--- src/rtl/comp_operand_loader.sv ---
// Serial-to-parallel operand loader feeding the magnitude comparator.
// Two serial streams are deserialised together; the finished pair is held stable until acknowledged.
module comp_operand_loader #(
  parameter int WIDTH     = 8,
  parameter bit MSB_FIRST = 1'b1
) (
  input  logic             clk,
  input  logic             rst,
  input  logic             start,
  input  logic             ser_a,
  input  logic             ser_b,
  input  logic             ack,
  output logic [WIDTH-1:0] a_out,
  output logic [WIDTH-1:0] b_out,
  output logic             busy,
  output logic             valid
);

  localparam int            CW   = $clog2(WIDTH + 1);
  localparam logic [CW-1:0] LAST = CW'(WIDTH - 1);

  typedef enum logic [1:0] {
    IDLE  = 2'd0,
    SHIFT = 2'd1,
    HOLD  = 2'd2
  } state_t;

  state_t           state_r;
  state_t           state_s;
  logic [CW-1:0]    cnt_r;
  logic [WIDTH-1:0] sha_r;
  logic [WIDTH-1:0] shb_r;
  logic [WIDTH-1:0] sha_s;
  logic [WIDTH-1:0] shb_s;
  logic             load_s;
  logic             done_s;

  // sha_s/shb_s include the bit sampled on the current edge, so completion can copy them directly
  generate
    if (MSB_FIRST) begin : g_msb_first
      assign sha_s = {sha_r[WIDTH-2:0], ser_a};
      assign shb_s = {shb_r[WIDTH-2:0], ser_b};
    end else begin : g_lsb_first
      assign sha_s = {ser_a, sha_r[WIDTH-1:1]};
      assign shb_s = {ser_b, shb_r[WIDTH-1:1]};
    end
  endgenerate

  // Next-state decode; load_s marks an accepted start, done_s the completion edge
  always_comb begin
    state_s = state_r;
    load_s  = 1'b0;
    done_s  = 1'b0;
    case (state_r)
      IDLE: begin
        if (start) begin
          state_s = SHIFT;
          load_s  = 1'b1;
        end else begin
          state_s = IDLE;
        end
      end
      SHIFT: begin
        if (cnt_r == LAST) begin
          state_s = HOLD;
          done_s  = 1'b1;
        end else begin
          state_s = SHIFT;
        end
      end
      HOLD: begin
        if (ack) begin
          load_s  = start;
          state_s = start ? SHIFT : IDLE;
        end else begin
          state_s = HOLD;
        end
      end
      default: begin
        state_s = IDLE;
      end
    endcase
  end

  // State register with busy/valid registered from the next state
  always_ff @(posedge clk or posedge rst) begin
    if (rst) begin
      state_r <= IDLE;
      busy    <= 1'b0;
      valid   <= 1'b0;
    end else begin
      state_r <= state_s;
      busy    <= (state_s == SHIFT);
      valid   <= (state_s == HOLD);
    end
  end

  // Bit counter, shift registers and the held output pair
  always_ff @(posedge clk or posedge rst) begin
    if (rst) begin
      cnt_r <= {CW{1'b0}};
      sha_r <= {WIDTH{1'b0}};
      shb_r <= {WIDTH{1'b0}};
      a_out <= {WIDTH{1'b0}};
      b_out <= {WIDTH{1'b0}};
    end else begin
      if (load_s) begin
        cnt_r <= {CW{1'b0}};
      end else if (state_r == SHIFT) begin
        cnt_r <= cnt_r + CW'(1);
        sha_r <= sha_s;
        shb_r <= shb_s;
      end else begin
        cnt_r <= cnt_r;
      end
      // Outputs only move on completion, keeping comparator inputs stable through a reload
      if (done_s) begin
        a_out <= sha_s;
        b_out <= shb_s;
      end else begin
        a_out <= a_out;
        b_out <= b_out;
      end
    end
  end

endmodule

--- config.mk ---
export PLATFORM = sky130hd
export DESIGN_NAME = comp_operand_loader
export DESIGN_NICKNAME = d
export VERILOG_FILES = /design/src/rtl/comp_operand_loader.sv
export SDC_FILE = /design/constraint.sdc
export NUM_CORES = 1
export LEC_CHECK = 0
export BUFFER_PORTS_ARGS = -buffer_cell sky130_fd_sc_hd__buf_2
export CORE_MARGIN = 3
export CORE_UTILIZATION = 49
export DETAILED_ROUTE_END_ITERATION = 12
export PLACE_DENSITY = 0.75
export SLEW_MARGIN = 10
export SYNTH_ARGS = -nofsm -noshare
export SYNTH_HDL_FRONTEND = slang
export SYNTH_SLANG_ARGS = --single-unit
--- constraint.sdc ---
create_clock -name clk -period 1.7 [get_ports clk]
set_clock_uncertainty 0.2 [all_clocks]
set_input_delay 0.255 -clock clk [delete_from_list [all_inputs] [get_ports clk]]
set_output_delay 0.255 -clock clk [all_outputs]
set_load 0.01 [all_outputs]
---- After elaboration in Yosys (flattened, before gate mapping) ----
Cells that the tools add are included.
operators by class
  reductions and logical operators ........ 3
  multiplexer cells ....................... 11
  equality and inequality tests ........... 5
  $add $sub $neg .......................... 1
  bitwise operators ....................... 1
operators with widths
  operator                                              number
  two-way mux 4 bit                                     2
  one-hot mux 2 bit (3 select lines)                    1
  two-way mux 1 bit                                     5
  adder 4 x 1 -> 4 bit (second input constant)          1
  equality test 2 x 1 -> 1 bit (second input constant)  2
  equality test 2 bit (second input constant)           2
  equality test 4 x 3 -> 1 bit (second input constant)  1
  two-way mux 2 bit                                     2
  zero test 2 bit                                       1
  one-hot mux 1 bit (2 select lines)                    1
  AND reduction 2 bit                                   1
  nonzero test 2 bit                                    1
  NOT 1 bit                                             1
storage, ports and cells
  output and inout bits ................... 18
  logic and storage cells ................. 29
  bits in registers ....................... 38
  bits of input ports ..................... 6

---- Logic depth before layout (Yosys ltp) ----
Gate-level depths: netlist of run 1.
  depth in word-level cells ............... 4
  mapped depth ............................ 5
  mapped depth without buffers ............ 4

---- Worst setup path before layout of run 1 ----
Ideal clock, no wire load.
  path kind ............................... register -> register
  from .................................... reg state_r[1]
  to ...................................... reg a_out[1]
  arrival ................................. 1480 ps
  library setup time ...................... 125 ps
  period minus slack after synthesis ...... 1805 ps
  setup slack ............................. -105 ps
  cell stages (with the launch flop) ...... 6
  buffers on the path ..................... 2
  data required time ...................... 1375 ps
  cell sequence ........................... dfrtp_1 -> nand2b_1 -> buf_6 -> nor3_4 -> buf_8 -> mux2_4
on the way
  word-level cells in the longest chain between the ends .. 2
ends and longest elaborated chain
  element                       line  RTL
  start, declared               28    state_t state_r;
  start signal, assigned        92    state_r <= state_s;
  equality test 2 x 1 -> 1 bit  54    case (state_r)
  two-way mux 1 bit             54
  end signal, assigned          104   a_out <= {WIDTH{1'b0}};
  end signal, assigned          118   a_out <= sha_s;
  end signal, assigned          121   a_out <= a_out;
  end, declared                 13    output logic [WIDTH-1:0] a_out,
Every way passes these cells.
A chain may end at the register's enable or synchronous reset.

---- Worst setup path in the final report of run 1 ----
  from .................................... reg cnt_r[0]
  to ...................................... reg a_out[0]
on the way
  word-level cells in the longest chain between the ends .. 3
ends and longest elaborated chain
  element                       line  RTL
  start, declared               30    logic [CW-1:0] cnt_r;
  start signal, assigned        101   cnt_r <= {CW{1'b0}};
  start signal, assigned        108   cnt_r <= {CW{1'b0}};
  start signal, assigned        110   cnt_r <= cnt_r + CW'(1);
  equality test 4 x 3 -> 1 bit  64    if (cnt_r == LAST) begin
  two-way mux 1 bit             64
  two-way mux 1 bit             54
Every way passes these cells.

==> flow_metrics.env, run 1 <==
export IMPL_status="finished, final reports clean"
export IMPL_dieArea_um2=3812
export IMPL_crit_fanout=8
export IMPL_dpl_hpwl_um=1885
export IMPL_start_util=0.5338
export IMPL_syn_mean_instance_area_um2=11.90
export IMPL_synth_compound_area_frac=0.02958
export IMPL_diodes=0
export IMPL_maxSlewHeadroom=0.6989
export IMPL_cts_htree_levels=2
export IMPL_grtUsageTotal=0.1633
export IMPL_ys_warnings_count=0
export IMPL_first_iter_violations=31
export IMPL_syn_nets=135
export IMPL_share_of_post_route_cells_with_drive_strength_above_1=0.3554
export IMPL_grt_setup_unrepaired="false"
export IMPL_clk_root_buffer_cell="clkbuf_4"
export IMPL_fillers=230
export IMPL_sequential_cell_area_um2=950.9
export IMPL_drv_cap=0
export IMPL_crit_required_ps=1730
export IMPL_hold_slack_ps=39.09
export IMPL_die_h_um=61.75
export IMPL_pre_cts_ws_ps=4.533
export IMPL_hold_viol=0
export IMPL_gr_total_overflow=0
export IMPL_main_combinational_cell_family_by_area_after_synthesis="simple AND/OR/NAND/NOR gates"
export IMPL_antenna_found_initial=0
export IMPL_core_um2=2853
export IMPL_i_o_pin_cnt=24
export IMPL_cts_path_max_buffers=2
export IMPL_grt_first_pass_wirelength_um=4381
export IMPL_hold_class="in2reg"
export IMPL_power_ir_vdd_worst_mv=0.9648
export IMPL_clk_latency_ps=350
export IMPL_worst_path_arrival_ps=1660
export IMPL_post_synth_mux_area_share=0.1380
export IMPL_multiInputGateArea_um2=539.3
export IMPL_flow_area_growth_from_synthesis_pct=20.95
export IMPL_ys_types=22
export IMPL_first_drt_pass_iteration_count=4
export IMPL_synth_top_area_cell="dfrtp_1"
export IMPL_seq_area_frac_synth=0.6245
export IMPL_fmax_mhz=614.6
export IMPL_report_final_slew_viol_count=0
export IMPL_synthesis_instances=128
export IMPL_setup_worst_path_class="reg2reg"
export IMPL_syn_cell_area_um2=1523
export IMPL_drt_total_wl_um=2643
export IMPL_cts_sinks=38
export IMPL_cts_tree="built"
export IMPL_placementRows=19
export IMPL_static_leakage_power_nw=0.9730
export IMPL_gp_congestion=0.7454
export IMPL_synth_area_top_cells="dfrtp_1, nand2_1, mux2_4"
export IMPL_clk_transition_reported_paths_ps=110
export IMPL_final_min_clock_period_ps=1627
export IMPL_vias=1004
export IMPL_timing_final_crit_share=0.9571
export IMPL_fin_ws_ps=72.86
export IMPL_r2r_slack_ps=70
export IMPL_die_w_um=61.75
export IMPL_power_density_nw_per_um2=1814
export IMPL_post_synth_fa_ha_maj_area_fraction=0.008217
export IMPL_worstMarginPinSlew_ps=451.6
export IMPL_setup_violations=0
export IMPL_wl_per_cell_um=13.42
export IMPL_grt_start_max_net_pins=39
export IMPL_crit_path_capture_type="register"
export IMPL_vias_per_cell=5.096
export IMPL_synth_seq_cells=38
export IMPL_io_buffers=23
export IMPL_synth_simple_gate_area_share=0.1586
export IMPL_synth_xor_area_frac=0.01150
export IMPL_startpoint_class_of_the_critical_path="register"
export IMPL_cts_made_buffers=5
export IMPL_drc=0
export IMPL_final_nets=172
export IMPL_grt_pass1_vias=1001
export IMPL_route_antenna_remaining_nets=0
export IMPL_share_of_yosys_cell_area_claimed_by_the_top_area_cell_type=0.6245
-- per-layer routing --
| layer | GRT usage | vias up | routed length (µm) |
|---|---|---|---|
| li1 | - | 488 | - |
| met1 | 0.1868 | 485 | 1058 |
| met2 | 0.2810 | 27 | 1416 |
| met3 | 0.06198 | 4 | 135 |
| met4 | 0.05455 | 0 | 33 |
| met5 | 0 | - | 0 |
-- through the flow --
stage	std cells	power (mW)	instance area [µm²]	TNS (ps)	util
after floorplan	128	2.312	1528	-635.0	-
after global placement	183	2.623	1689	0	0.5921
after detailed placement	183	2.709	1689	0	0.5921
after CTS	195	3.335	1812	-5.661	0.6351
after global routing	197	3.615	1842	0	0.6456
final	197	3.342	1842	0	0.6456
-- timing repair --
item                       in CTS  in global routing
resized for setup               0                  3
hold buffers                    4                  0
hold endpoints to repair       43                  0
cloned                          0                  0
setup endpoints to repair       2                 16
buffers inserted                0                  2
pin swaps                       0                  1
-- final timing paths --
path	startpoint	end	cells after the start
max in group asynchronous	rst	cnt_r[1]	4
min in group asynchronous	rst	shb_r[0]	4
min reg2reg	sha_r[6]	sha_r[6]	2
max reg2reg	cnt_r[0]	a_out[0]	5
min	ack	busy	3
max	cnt_r[0]	a_out[0]	5
-- kinds of logic (layout without fill, tap and decap cells) --
kind of cell / after synthesis / after routing
buffers and inverters: 7 / 45
XOR/XNOR: 2 / 2
AO/OA/AOI/OAI: 8 / 8
AND/OR/NAND/NOR: 56 / 56
multiplexers: 16 / 16
flip-flops: 38 / 38
adder cells (fa/ha/maj): 1 / 1
-- flip-flops by register name, summed over array words and instances, names as in the netlist --
| signal | count |
|---|---|
| a_out | 8 |
| b_out | 8 |
| sha_r | 7 |
| shb_r | 7 |
| cnt_r | 4 |
| state_r | 2 |
| busy | 1 |
| valid | 1 |
-- worst max-delay path: stages (launching register included) --
cell,delay [ps]
dfrtp_1,380
ha_2,200
nand2_2,70
nor3_4,160
buf_6,170
mux2_2,340
-- placed cells by master, fill, tap and decap left out --
cell type,n
bufinv_16,1
nor2_1,3
buf_4,6
nand3b_1,1
inv_1,2
xnor2_1,1
mux2_4,8
nand3_1,1
nor3_4,1
and2b_1,1
dlygate4sd3_1,4
dfrtp_1,38
or3_1,1
a21o_1,2
xor2_1,1
nand2b_4,1
a21oi_1,2
ha_2,1
buf_2,23
clkbuf_4,5
nand2_2,1
clkinvlp_4,2
nor2b_1,1
mux2_2,8
nand2b_1,1
nand2_1,44
o21ai_0,4
buf_6,2
-- synth_stat cells, drive strengths merged --
cell type  instances
or3                1
buf                2
nand2             45
mux2              16
clkbuf             3
nor3               1
nand3              1
ha                 1
a21o               2
xor2               1
and2b              1
nand2b             2
dfrtp             38
a21oi              2
nor2               3
inv                2
xnor2              1
o21ai              4
nor2b              1
nand3b             1
-- power breakdown --
| part | internal, mW | leakage [nW] | switching [mW] |
|---|---|---|---|
| logic | 0.594 | 0.455 | 0.600 |
| registers | 1.28 | 0.480 | 0.254 |
| clock network | 0.309 | 0.0374 | 0.301 |
-- cell type report --
cell class | instances | share of cell area
clock inverters | 3 | 0.02446
flip-flops and latches | 38 | 0.5163
well taps | 31 | 0.02106
clock buffers | 5 | 0.02038
repair buffers | 35 | 0.1209
inverters | 2 | 0.004076
multi-input cells | 83 | 0.2928
Note: power is estimated with default switching activity, not from simulation.
==> inputs of run 2 (changes only) <==
--- a/config.mk
+++ b/config.mk
@@ -9,6 +9,7 @@
 export CORE_MARGIN = 3
 export CORE_UTILIZATION = 49
 export DETAILED_ROUTE_END_ITERATION = 12
+export MAX_ROUTING_LAYER = met4
 export PLACE_DENSITY = 0.75
 export SLEW_MARGIN = 10
 export SYNTH_ARGS = -nofsm -noshare
==> run 2 against run 1 <==
Register-to-register slack about the same. Combinational power hardly changed. Final area did not move. Clock power hardly changed. Die area unchanged. Power about the same. Sequential share of layout area unchanged. Via count decreased by 0.30%. Worst setup slack improved by 2.1 ps. Critical path depth stayed put. Global-route usage increased by 0.51 points. Core utilization unchanged. Critical endpoint unchanged. Largest power group unchanged.
==> flow_metrics.env, run 2 (synthesized netlist as in run 1, its figures left out) <==
export IMPL_final_min_clock_period_ps=1625
export IMPL_setup_violations=0
export IMPL_start_util=0.5338
export IMPL_drt_total_wl_um=2653
export IMPL_flow_area_growth_from_synthesis_pct=20.95
export IMPL_timing_rr_end="a_out[0]"
export IMPL_first_drt_pass_iteration_count=4
export IMPL_antenna_found_initial=0
export IMPL_most_common_layout_cells="nand2_1, dfrtp_1, buf_2, mux2_4, mux2_2"
export IMPL_grt_first_pass_wirelength_um=4388
export IMPL_grt_setup_unrepaired="false"
export IMPL_regToRegStartpoint="cnt_r[0]"
export IMPL_route_antenna_remaining_nets=0
export IMPL_crit_path_cells="ha_2, nand2_2, nor3_4, buf_6, mux2_2"
export IMPL_hold_start="ack"
export IMPL_cts_made_buffers=5
export IMPL_cts_htree_levels=2
export IMPL_setup_worst_path_class="reg2reg"
export IMPL_hold_viol=0
export IMPL_clk_transition_reported_paths_ps=110
export IMPL_vias=1001
export IMPL_worstHoldEndpoint="busy"
export IMPL_worstMarginPinSlew_ps=452.0
export IMPL_power_density_nw_per_um2=1816
export IMPL_fin_util=0.6456
export IMPL_crit_required_ps=1730
export IMPL_timing_final_crit_share=0.9559
export IMPL_final_nets=172
export IMPL_crit_fanout=8
export IMPL_i_o_pin_cnt=24
export IMPL_die_h_um=61.75
export IMPL_power_ir_vdd_worst_mv=0.9699
export IMPL_status="finished, final reports clean"
export IMPL_static_leakage_power_nw=0.9730
export IMPL_crit_path_capture_type="register"
export IMPL_crit_path_top_delay_cell="dfrtp_1"
export IMPL_fillers=230
export IMPL_biggestRegsByFlops="a_out x8, b_out x8"
export IMPL_worst_path_arrival_ps=1660
export IMPL_first_iter_violations=32
export IMPL_grt_start_max_net_pins=39
export IMPL_clk_latency_ps=350
export IMPL_fmax_mhz=615.4
export IMPL_r2r_slack_ps=70
export IMPL_drc=0
export IMPL_core_um2=2853
export IMPL_startpoint_class_of_the_critical_path="register"
export IMPL_layout_cells_most_common="nand2_1"
export IMPL_clk_root_buffer_cell="clkbuf_4"
export IMPL_placementRows=19
export IMPL_timing_reg2reg_worst_path_depth=5
export IMPL_drv_cap=0
export IMPL_io_buffers=23
export IMPL_fin_area_um2=1842
export IMPL_dpl_hpwl_um=1885
export IMPL_grtUsageTotal=0.1684
export IMPL_vias_per_cell=5.081
export IMPL_share_of_post_route_cells_with_drive_strength_above_1=0.3554
export IMPL_wl_per_cell_um=13.47
export IMPL_gr_total_overflow=0
export IMPL_diodes=0
export IMPL_grt_pass1_vias=1000
export IMPL_hold_slack_ps=38.56
export IMPL_cts_sinks=38
export IMPL_cts_path_max_buffers=2
export IMPL_critical_path_startpoint="cnt_r[0]"
export IMPL_maxSlewHeadroom=0.6987
export IMPL_gp_congestion=0.7549
export IMPL_cts_tree="built"
export IMPL_hold_class="in2reg"
export IMPL_cp_peak_stage_delay_ps=380
export IMPL_dieArea_um2=3812
export IMPL_report_final_slew_viol_count=0
export IMPL_whs_path_depth=3
export IMPL_die_w_um=61.75
export IMPL_postPlaceCellArea_um2=1689
run 2: cell counts in the layout (fill, tap and decap cells not counted):
No cell type changed its count.
run 2: layout make-up:
type,count,area [µm²],share of cell area
repair buffers,35,222.7,0.1209
flip-flops and latches,38,950.9,0.5163
clock buffers,5,37.54,0.02038
clock inverters,3,45.04,0.02446
inverters,2,7.507,0.004076
well taps,31,38.79,0.02106
multi-input cells,83,539.3,0.2928
run 2: per-layer routing:
layer	track usage	vias up	share of wire
met5	-	-	0
met4	0.05455	0	0.012
met3	0.06198	4	0.047
met2	0.2810	26	0.53
met1	0.1868	483	0.41
li1	-	488	-
run 2: worst max-delay path, delay by kind of cell, from the launching register on:
kind / cells / cell delay [ps]
adder cells (fa/ha/maj): 1 / 200
buffers and inverters: 1 / 170
flip-flops: 1 / 380
multiplexers: 1 / 340
AND/OR/NAND/NOR: 2 / 230
run 2: stage by stage:
step	instances	TNS, ps	total power, mW	setup slack, ps
after CTS	195	-5.661	3.335	-5.028
after global placement	183	0	2.623	66.70
final	197	0	3.344	74.93
after detailed placement	183	0	2.709	4.533
after floorplan	128	-635.0	2.312	-79.38
after global routing	197	0	3.615	7.898
run 2: report_power, final:
group	total [mW]	internal (mW)	leakage [nW]	switching (mW)
registers	1.54	1.28	0.480	0.253
clock network	0.612	0.309	0.0374	0.304
logic	1.19	0.594	0.455	0.600
run 2: what timing repair did:
action	4_1_cts	5_1_grt
setup buffers	0	2
hold endpoints to repair	43	0
pin swaps	0	1
resized for setup	0	3
hold buffers	4	0
setup endpoints to repair	2	16
run 2: worst max path at each step:
stage | end
after floorplan | a_out[1]
after global placement | b_out[5]
after detailed placement | a_out[0]
after CTS | a_out[0]
after global routing | a_out[0]
final | a_out[0]
